File: src/rtl/tone_detector_pkg.sv
// rtl/tone_detector_pkg.sv - shared types and constants for the tone detector
package tone_detector_pkg;

  localparam int TONE_N = 4;

  typedef logic [1:0] tone_idx_t;

  typedef enum logic [1:0] {
    IDLE    = 2'd0,
    MEASURE = 2'd1,
    LOCKED  = 2'd2
  } state_t;

endpackage

File: src/rtl/tone_period_meter.sv
// rtl/tone_period_meter.sv - input sync, optional glitch filter (TONE_DETECTOR_GLITCH_FILTER_EN), edge detect, period counter
module tone_period_meter #(
  parameter int TIMEOUT = 65535,
  parameter int CNT_W   = 16
) (
  input  logic             clk,
  input  logic             rst_n,
  input  logic             in,
  output logic             rise,
  output logic [CNT_W-1:0] period,
  output logic             timeout
);

  localparam logic [CNT_W-1:0] TIMEOUT_C = CNT_W'(TIMEOUT);

  logic             sync1;
  logic             sync2;
  logic             lvl;
  logic             lvl_next;
  logic             rise_q;
  logic [CNT_W-1:0] cnt;

`ifdef TONE_DETECTOR_GLITCH_FILTER_EN
  logic [1:0] hist;

  // Level flips only once the current and two previous samples agree.
  always_comb begin
    lvl_next = lvl;
    if (sync2 && (&hist))
      lvl_next = 1'b1;
    else if (!sync2 && !(|hist))
      lvl_next = 1'b0;
  end

  always_ff @(posedge clk) begin
    if (!rst_n)
      hist <= '0;
    else
      hist <= {hist[0], sync2};
  end
`else
  assign lvl_next = sync2;
`endif

  always_ff @(posedge clk) begin
    if (!rst_n) begin
      sync1  <= 1'b0;
      sync2  <= 1'b0;
      lvl    <= 1'b0;
      rise_q <= 1'b0;
    end else begin
      sync1  <= in;
      sync2  <= sync1;
      lvl    <= lvl_next;
      rise_q <= lvl_next & ~lvl;
    end
  end

  // Count restarts at 1 on a rise so it equals the rise-to-rise distance at the next rise.
  always_ff @(posedge clk) begin
    if (!rst_n)
      cnt <= '0;
    else if (rise_q)
      cnt <= CNT_W'(1);
    else if (cnt != TIMEOUT_C)
      cnt <= cnt + 1'b1;
  end

  assign rise    = rise_q;
  assign period  = cnt;
  assign timeout = (cnt == TIMEOUT_C);

endmodule

File: src/rtl/tone_detector.sv
// rtl/tone_detector.sv - classifies a square-wave period into one of four tones; glitch filter via TONE_DETECTOR_GLITCH_FILTER_EN
module tone_detector
  import tone_detector_pkg::*;
#(
  parameter int P0      = 27273,
  parameter int P1      = 24291,
  parameter int P2      = 22945,
  parameter int P3      = 20443,
  parameter int TOL     = 64,
  parameter int STABLE  = 4,
  parameter int TIMEOUT = 65535,
  parameter int CNT_W   = 16
) (
  input  logic             clk,
  input  logic             rst_n,
  input  logic             in,
  output tone_idx_t        tone_id,
  output logic             tone_valid,
  output logic [CNT_W-1:0] period,
  output logic             period_stb
);

  localparam int MW = $clog2(STABLE + 1);
  localparam logic [MW-1:0]    STABLE_C = MW'(STABLE);
  localparam logic [CNT_W-1:0] TOL_C    = CNT_W'(TOL);
  localparam logic [CNT_W-1:0] PK [TONE_N] = '{CNT_W'(P0), CNT_W'(P1), CNT_W'(P2), CNT_W'(P3)};

  logic             rise;
  logic             timeout;
  logic [CNT_W-1:0] meas;

  tone_period_meter #(
    .TIMEOUT(TIMEOUT),
    .CNT_W  (CNT_W)
  ) u_meter (
    .clk    (clk),
    .rst_n  (rst_n),
    .in     (in),
    .rise   (rise),
    .period (meas),
    .timeout(timeout)
  );

  function automatic logic [CNT_W-1:0] abs_diff(input logic [CNT_W-1:0] a, input logic [CNT_W-1:0] b);
    return (a >= b) ? (a - b) : (b - a);
  endfunction

  logic      hit;
  tone_idx_t hit_k;

  // Walk from the highest index down so the lowest matching tone wins.
  always_comb begin
    hit   = 1'b0;
    hit_k = '0;
    for (int k = TONE_N - 1; k >= 0; k--) begin
      if (abs_diff(meas, PK[k]) <= TOL_C) begin
        hit   = 1'b1;
        hit_k = tone_idx_t'(k);
      end
    end
  end

  state_t           state, state_n;
  tone_idx_t        cand, cand_n;
  logic             cand_v, cand_v_n;
  logic [MW-1:0]    mcnt, mcnt_n;
  tone_idx_t        tone_id_n;
  logic [CNT_W-1:0] period_n;
  logic             stb_n;

  always_comb begin
    state_n   = state;
    cand_n    = cand;
    cand_v_n  = cand_v;
    mcnt_n    = mcnt;
    tone_id_n = tone_id;
    period_n  = period;
    stb_n     = 1'b0;
    case (state)
      IDLE: begin
        if (rise) begin
          state_n  = MEASURE;
          mcnt_n   = '0;
          cand_v_n = 1'b0;
          cand_n   = '0;
        end
      end
      default: begin
        if (rise) begin
          stb_n    = 1'b1;
          period_n = meas;
          if (hit) begin
            if (cand_v && (cand == hit_k)) begin
              mcnt_n = (mcnt >= STABLE_C) ? STABLE_C : MW'(mcnt + 1'b1);
            end else begin
              cand_n   = hit_k;
              cand_v_n = 1'b1;
              mcnt_n   = MW'(1);
            end
          end else begin
            mcnt_n   = '0;
            cand_v_n = 1'b0;
            cand_n   = '0;
          end
          if (hit && (mcnt_n == STABLE_C)) begin
            state_n   = LOCKED;
            tone_id_n = cand_n;
          end else begin
            state_n = MEASURE;
          end
        end else if (timeout) begin
          // Rise takes priority; a lone timeout drops everything back to unarmed.
          state_n  = IDLE;
          period_n = '0;
          mcnt_n   = '0;
          cand_v_n = 1'b0;
          cand_n   = '0;
        end
      end
    endcase
  end

  always_ff @(posedge clk) begin
    if (!rst_n) begin
      state      <= IDLE;
      cand       <= '0;
      cand_v     <= 1'b0;
      mcnt       <= '0;
      tone_id    <= '0;
      tone_valid <= 1'b0;
      period     <= '0;
      period_stb <= 1'b0;
    end else begin
      state      <= state_n;
      cand       <= cand_n;
      cand_v     <= cand_v_n;
      mcnt       <= mcnt_n;
      tone_id    <= tone_id_n;
      tone_valid <= (state_n == LOCKED);
      period     <= period_n;
      period_stb <= stb_n;
    end
  end

endmodule
File: config.mk
export PLATFORM = sky130hd
export DESIGN_NAME = tone_detector
export DESIGN_NICKNAME = d
export VERILOG_FILES = /design/src/rtl/tone_detector_pkg.sv /design/src/rtl/tone_period_meter.sv /design/src/rtl/tone_detector.sv
export SDC_FILE = /design/constraint.sdc
export NUM_CORES = 1
export LEC_CHECK = 0
export CAP_MARGIN = 20
export CORE_MARGIN = 2
export CORE_UTILIZATION = 45
export CTS_BUF_LIST = sky130_fd_sc_hd__clkbuf_16
export DETAILED_ROUTE_END_ITERATION = 8
export REMOVE_ABC_BUFFERS = 1
export SLEW_MARGIN = 0
export SYNTH_ARGS = -nofsm -noshare
export SYNTH_HDL_FRONTEND = slang
export SYNTH_HIERARCHICAL = 1
export SYNTH_SLANG_ARGS = --single-unit
export TNS_END_PERCENT = 50
File: constraint.sdc
create_clock -name clk -period 4.6 [get_ports clk]
set_clock_uncertainty 0.05 [all_clocks]
set_input_delay 1.38 -clock clk [delete_from_list [all_inputs] [get_ports clk]]
set_output_delay 1.38 -clock clk [all_outputs]
set_load 0.005 [all_outputs]
# Yosys cells after proc, flatten, opt, wreduce, memory -nomap -nowiden
# Cells that the tools add are included.
word_totals:
  register_bits: 48
  inputBits: 3
  output_inout_bits: 20
  word_cells: 98
op_classes:
  add_sub_neg: 10
  magnitude_cmp: 9
  eq_ne: 7
  muxes: 43
  n_bitwise: 4
  n_reduce_logical: 11
ops:
  columns: ["operator", "n"]
  rows:
  - ["2-to-1 mux 16 bit", 6]
  - ["greater-or-equal comparator 16 x 15 -> 1 bit, second input constant", 4]
  - ["<= comparator 16 x 7 -> 1 bit, second input constant", 4]
  - ["subtractor 15 x 16 -> 16 bit, first input constant", 4]
  - ["subtractor 16 x 15 -> 16 bit, second input constant", 4]
  - ["2-to-1 mux 2 bit", 15]
  - ["2-to-1 mux 3 bit", 9]
  - ["adder 16 x 1 -> 16 bit, second input constant", 1]
  - ["equality test 16 bit, second input constant", 1]
  - ["!= test 16 bit, second input constant", 1]
  - ["2-to-1 mux 1 bit", 13]
  - ["AND reduction 3 bit", 2]
  - ["!= test 4 bit, second input constant", 1]
  - ["AND reduction 2 bit", 2]
  - ["nonzero test 2 bit", 2]
  - ["OR reduction 2 bit", 2]
  - ["adder 3 x 1 -> 3 bit, second input constant", 1]
  - ["equality test 3 bit, second input constant", 1]
  - ["greater-or-equal comparator 3 bit, second input constant", 1]
  - ["inverter 1 bit", 3]
  - ["equality test 2 bit", 1]
  - ["equality test 2 bit, second input constant", 1]
  - ["logical AND 1 bit", 2]
  - ["logical NOT 2 bit", 1]
  - ["other kinds (2)", 2]

# Depth between registers and ports, before layout
# Gate-level depths: netlist of run 1.
logic_depth:
  depth_word: 19
  ltp_mapped: 15
  ltp_nobuf: 12

# Cells and area by module
# The synthesis of run 1 kept the hierarchy.
modules_own_cells:
  columns: ["module", "instances", "cells_each", "area_each_um2"]
  rows:
  - ["tone_detector", 1, 541, 3870.0]
  - ["tone_period_meter", 1, 98, 920.9]

# Least setup slack after synthesis of run 1
# OpenSTA, ideal clock, no wires.
synth_path:
  path_kind: "register to register"
  from: "register u_meter.cnt[2], in the netlist u_meter/period[2]"
  to: "register tone_id[0]"
  setup_ns: 0.086
  arrival_time_ns: 3.829
  setup_slack_ns: 0.636
  stages_incl_launch_ff: 14
  path_buffers: 1
  synth_period_minus_slack_ns: 3.964
  path_cell_list: "dfxtp_1 -> clkbuf_1 -> inv_1 -> ha_1 -> nand2b_1 -> or4_1 -> o21bai_1 -> a211oi_1 -> o32a_1 -> nor4b_2 -> a21boi_0 -> or4b_1 -> a211o_1 -> a211oi_1"
synth_between:
  elab_chain_cells: 16
  elab_cells_between_ends: 39
  classes_between: "add/sub (8); order compare (8); eq/ne (2); mux (18); reduce/logical (3)"
synth_lines:
  columns: ["item", "line", "text"]
  rows:
  - ["start: declaration", "tone_period_meter.sv:21", "logic [CNT_W-1:0] cnt;"]
  - ["start signal: assignment", "tone_period_meter.sv:66", "cnt <= cnt + 1'b1;"]
  - ["subtractor 15 x 16 -> 16 bit (tied with other cells)", "tone_detector.sv:45", "return (a >= b) ? (a - b) : (b - a);"]
  - ["2-to-1 mux 16 bit", "tone_detector.sv:45", null]
  - ["<= comparator 16 x 7 -> 1 bit", "tone_detector.sv:56", "if (abs_diff(meas, PK[k]) <= TOL_C) begin"]
  - ["2-to-1 mux 2 bit (4 in a row)", "tone_detector.sv:56", null]
  - ["equality test 2 bit", "tone_detector.sv:93", "if (cand_v && (cand == hit_k)) begin"]
  - ["logical AND 1 bit", "tone_detector.sv:93", null]
  - ["2-to-1 mux 3 bit", "tone_detector.sv:93", null]
  - ["2-to-1 mux 3 bit", "tone_detector.sv:92", "if (hit) begin"]
  - ["2-to-1 mux 3 bit", "tone_detector.sv:89", "if (rise) begin"]
  - ["2-to-1 mux 3 bit", "tone_detector.sv:79", "case (state)"]
  - ["equality test 3 bit", "tone_detector.sv:105", "if (hit && (mcnt_n == STABLE_C)) begin"]
  - ["logical AND 1 bit", "tone_detector.sv:105", null]
  - ["AND reduction 3 bit (no source line)", null, null]
  - ["end signal: assignment", "tone_detector.sv:138", "tone_id <= tone_id_n;"]
  - ["end: declaration", "tone_detector.sv:17", "output tone_idx_t tone_id,"]
# Several ways; a longest one is shown, not always the timed one. The select of a mux whose other input is x is not followed.
# A chain may end at the register's enable or synchronous reset.

# Final worst setup path of run 1
layout_path:
  from: "register u_meter.cnt[4], in the netlist u_meter/period[4]"
  to: "register tone_id[1]"
# Same word-level chain as after synthesis.

==> metrics.md, run 1 <==
| Metric | Value |
|---|---|
| TritonCTS clock tree | `built` |
| Initial DRT Pass Iterations | `6` |
| Hold Path Class | `reg -> reg` |
| CP top delay family | `compound AO/OA/AOI/OAI gates` |
| Flop2flop setup slack | `0.31 ns` |
| Num rows | `37` |
| Total chip power | `0.000936 W` |
| Setup TNS Final | `0 ns` |
| Hold WS | `0.337 ns` |
| Arr. time, crit path | `4.40 ns` |
| Yosys top cell by area | `dfxtp_1` |
| Post-route minimum period | `4.29 ns` |
| Clock-pin slew on the worst setup and hold paths | `0.07 ns` |
| Synth unique cells | `93` |
| Worst EP required | `4.70 ns` |
| Total CTS buffers | `5` |
| Fin crit share | `93.3%` |
| Critical path depth | `10` |
| CP max stage delay | `0.87 ns` |
| Top Ports | `23` |
| Die area | `11,500 µm²` |
| VDD IR max | `0.000146 V` |
| Detail Placement HPWL | `12,200 µm` |
| Clock Tree Root | `clkbuf_16` |
| Top_reg_cell synth | `dfxtp_1` |
| FMAX | `0.233 GHz` |
| Initial antenna violation count | `0` |
| Worst Setup SP | `u_meter/period[4]` |
| Fraction of layout cells with a size suffix above 1 | `11.2%` |
| Final Util | `51.9%` |
| Slew Viols, Final | `0` |
| Port bufs | `22` |
| Routed length per placed instance | `21.2 µm` |
| Initial DRC count | `592` |
| CP Class | `reg -> reg` |
| Antenna-violating nets left | `0` |
| Sequence of cells on the critical path | `nor2_1, a311o_1, a21oi_1, o22ai_1, a22oi_1, nor4b_2, a21boi_0, or4b_1, a2111oi_0, a211oi_1` |
| Die Ht | `107 µm` |
| Gr usage total | `29.1%` |
| Post-layout nets | `661` |
| Syn. warnings | `6` |
| Post-synthesis register bit count | `48` |
| Core Area | `10,300 µm²` |
| Routed vias/inst | `6.78` |
| Hold_buf cts | `0` |
| DRC viols | `0` |
| Max_slew headroom | `43.5%` |
| RSZ-0062 raised after global routing | `false` |
| Final wirelength | `16,700 µm` |
| Crit-path max FO | `22` |
| ANT cells | `0` |
| Endpoints failing setup | `0` |
| Global placement routability congestion | `1.03` |
| FF-to-FF path depth | `10` |
| Final worst setup slack | `0.308 ns` |
| Slowest CP cell | `dfxtp_1` |
| Syn Inst Count | `639` |
| Clk sinks | `48` |
| CP endpoint kind | `flop` |
| RR Startpoint | `u_meter/period[4]` |
| Latest clock arrival within the worst-skew pair | `0.29 ns` |
| Worst path bufs/invs | `0` |
| Clock buffer depth | `2` |
| Type of origin of the critical path | `flop` |
| Max-cap check violation count | `0` |
| Final hold violations | `0` |
| Hold_sp | `u_meter/lvl` |
| Initial Util | `46.4%` |
| Total number of vias | `5,327` |
| Tightest Pin Transition | `0.846 ns` |
| Hold path depth | `1` |
| Post-synth EDFFs | `0` |
| Register area share after synthesis | `20.1%` |
| Post-Syn Area | `4790 µm²` |
| H-tree depth | `2` |
| Top post-synthesis cells by area | `dfxtp_1 20%, a21oi_1 4.3%, a22o_1 3.8%, o21ai_0 3.6%, nand2_1 3.5%` |
| Avg Cell Area, Syn | `7.50 µm²` |
| Outcome | `finished, final reports clean` |
| Pre-CTS setup slack | `0.376 ns` |
| Leakage Power | `1.86 nW` |
| Vias in the first global route | `4,941` |
| Synth top area share | `20.1%` |
| Pin count of the biggest net entering global routing | `33` |
| First-pass GRT wire length | `26,400 µm` |
| Post-synth ARST share | `0%` |
| Grt total ovfl | `0` |
| Synth-to-Final Area Change | `11.9%` |
| Chip Width | `107 µm` |
| Pwr dens | `175 nW/µm²` |
## layout make-up
cell class	instances	area (µm²)
tap	136	170
fill	1023	4960
clock buffer	5	125
timing repair buffer	55	468
sequential	48	961
multi-input combinational	514	3490
inverter	25	93.8
clock inverter	3	46.3
## synthesized netlist by cell type (4+ instances only)
master	n
or3_1	9
nand4_1	12
clkbuf_1	29
nor2b_1	8
a21boi_0	4
a2111oi_0	6
a21o_1	10
o21a_1	11
o31ai_1	7
o211ai_1	8
nor4_1	6
buf_1	4
o21bai_1	4
a311oi_1	5
buf_2	14
or4b_1	6
inv_1	21
mux2_2	4
a211oi_1	13
and3_1	8
nand2b_1	9
a32o_1	5
buf_6	4
nor3_1	22
nor2_1	35
nand3_1	21
and2_1	10
o221ai_1	4
a22oi_1	4
dfxtp_1	48
a22o_1	21
a31oi_1	18
a21oi_1	41
o21ai_0	34
xnor2_1	19
o22ai_1	9
nand2_1	45
ha_1	9
mux2i_1	7
or4_1	6
## worst paths after layout
| path | endpoint |
|---|---|
| min reg2reg | u_meter/rise |
| max | tone_id[1] |
| min | u_meter/rise |
| max reg2reg | tone_id[1] |
## repair_timing
item / in CTS / in global routing
gates resized for setup: 0 / 1
setup buffers: 0 / 0
endpoints found under the setup margin: 0 / 2
## worst reg2reg max path: cells and delay by family (launching register included)
kind,cells,cell delay [ns]
AND/OR/NAND/NOR,3,1.24
AO/OA/AOI/OAI,7,2.00
flip-flops,1,0.87
## power breakdown
part	switching, W	internal (W)
clock network	0.000161	0.000258
logic	0.0000594	0.0000338
registers	0.00000458	0.000419
## cells by family after synthesis
kind of cell / after synthesis / synth area share, %
AO/OA/AOI/OAI: 246 / 36.8
AND/OR/NAND/NOR: 226 / 27.3
buffers and inverters: 77 / 7.10
flip-flops: 48 / 20.1
XOR/XNOR: 22 / 4.02
multiplexers: 11 / 2.40
adder cells (fa/ha/maj): 9 / 2.35
## stage by stage
step | std cells | area, µm²
after CTS | 786 | 5350
final | 786 | 5360
after detailed placement | 778 | 5180
after global placement | 778 | 5180
after floorplan | 587 | 4540
after global routing | 786 | 5360
## metal layers
| layer | GRT usage [%] | up-vias | share of wire [%] |
|---|---|---|---|
| li1 | - | 2493 | - |
| met5 | 0 | - | 0 |
| met3 | 5.65 | 42 | 7.9 |
| met1 | 39.8 | 2518 | 44 |
| met2 | 45.3 | 274 | 45 |
| met4 | 10.1 | 0 | 2.8 |
## state kept, by name (all words and copies together), names as in the netlist
register / cells
cand: 2
cand_v: 1
mcnt: 3
period: 16
period_stb: 1
state: 2
tone_id: 2
tone_valid: 1
u_meter/lvl: 1
u_meter/lvl_next: 1
u_meter/period: 16
u_meter/rise: 1
u_meter/sync1: 1
## cell usage in the layout (no fill, tap or decap), drive strengths merged, types with 10 or more instances in the layout
cell type,n
nand2b,10
a31oi,18
o21a,11
nor2,36
inv,23
a22o,21
nand2,45
and2,10
a21o,10
nor3,22
or3,11
xnor2,19
nand3,22
a211oi,14
and3,10
clkdlybuf4s50,22
nand4,13
a21oi,44
buf,33
o21ai,36
dfxtp,48
No activity file was read; power rests on OpenSTA's default activity.
==> run 2: changes to the inputs <==
TNS_END_PERCENT = 1   (was 50)
==> results of run 2 <==
Same layout as run 1: the final DEF is identical, and so are final timing and power.
==> patch (settings of run 2) <==
Build with the macro `TONE_DETECTOR_GLITCH_FILTER_EN` defined.
--- a/src/rtl/tone_period_meter.sv
+++ b/src/rtl/tone_period_meter.sv
@@ -1,4 +1,6 @@
 // rtl/tone_period_meter.sv - input sync, optional glitch filter (TONE_DETECTOR_GLITCH_FILTER_EN), edge detect, period counter
+`define TONE_DETECTOR_GLITCH_FILTER_EN
+
 module tone_period_meter #(
   parameter int TIMEOUT = 65535,
   parameter int CNT_W   = 16
Function: changed (a bounded check fails within 10 cycles, from zero or initial values and one cycle with rst_n low).
==> patch against run 2 <==
  * Worst setup slack better by 0.053 ns
  * Highest routed layer unchanged
  * Wire length decreased by 0.71%
  * Final area up 0.79%
  * Sequential cell count increased by 2
  * Critical path depth rose by 1
  * Synthesized area is 1.6% higher
  * Worst hold slack better by 0.058 ns
  * Count of clock-buffer cells in the layout unchanged
  * Via count is 0.45% higher
  * Global-route usage is 0.21 points lower
  * Synthesized cell count up 1.7%
  * Power decreased by 2.9%
  * Maximum frequency grew 1.3%
==> patch: results (changes against run 2) <==
stage,metric,value,unit,change
logic_synthesis,syn-mean-instance-area,7.490,µm²,-0.10%
critical_path,crit_fanout,14,,-36%
status,status,"finished, final reports clean",,
critical_path,cp_top_family,simple AND/OR/NAND/NOR gates,,
grt,grt_pass1_vias,4950,,+0.18%
logic_synthesis,synth_compound_area_share,35.77,%,-1.0 points
grt,grt_use_met1,39.05,%,-0.80 points
critical_path,cp-endpoint,tone_id[0],,
power,powerDensity,168.3,nW/µm²,-3.7%
finish,nMultiInputCombCells,522,,+1.6%
route,num_vias,5351,,+0.45%
power,vdd_drop_max,0.1368,mV,-6.4%
grt,gr-usage-met2,46.27,%,+1.0 points
placement,dp.cells,789,,+1.4%
finish,multi_input_area,3502,µm²,+0.21%
logic_synthesis,ys_top_cells_by_area,"dfxtp_1, a21oi_1, nand2_1, a22o_1, xnor2_1",,
grt,grt_pass1_wl,26.52,mm,+0.29%
critical_path,slowest_delay,0.69,ns,-0.18 ns
power,power_frac_comb,9.6,%,-0.4 points
power,swShare,25.57,%,+1.6 points
finish,seq-cell-share,18.53,%,+0.60 points
finish,buf_share,8.802,%,+0.070 points
placement,placed_area,5248,µm²,+1.3%
placement,dp_slack,0.4443,ns,+0.06840 ns
power,pg_clk,0.382,mW,-8.8%
logic_synthesis,synth_seq_area_share,20.56,%,+0.50 points
logic_synthesis,muxShareOfSynthArea,2.570,%,+0.17 points
finish,clock_cell_area_share,2.849,%,-0.35 points
logic_synthesis,syn_area,4868,µm²,+1.6%
route,dr.pass1.iters,5,,-1
route,wire_per_inst,20.79,µm,-2.1%
power,p_leak,1.928,nW,+3.7%
critical_path,cp.arrival,4.36,ns,-0.04 ns
finish,final_nets,672,,+1.7%
[patch: changes by cell type in the layout (fill, tap and decap cells not counted), sizes merged, moves of 3 or more]
cell / delta
nand2: +5
nand3: -4
nor2: +4
nor3: +3
[patch: per-layer routing]
layer  vias up  wire length [µm]
met4         0               529
li1       2510                 -
met5         -                 0
met2       253              7617
met3        41              1108
met1      2547              7315
[patch: how the worst min path moves through the flow]
stage | from | to | slack (ns) | depth (start not counted)
2_1_floorplan | u_meter/lvl | u_meter/rise | 0.36 | 1
3_3_place_gp | u_meter/sync1 | u_meter/sync2 | 0.37 | 1
3_5_place_dp | u_meter/sync1 | u_meter/sync2 | 0.37 | 1
4_1_cts | u_meter/sync1 | u_meter/sync2 | 0.40 | 1
5_1_grt | u_meter/sync1 | u_meter/sync2 | 0.41 | 1
6_report | u_meter/sync1 | u_meter/sync2 | 0.39 | 1
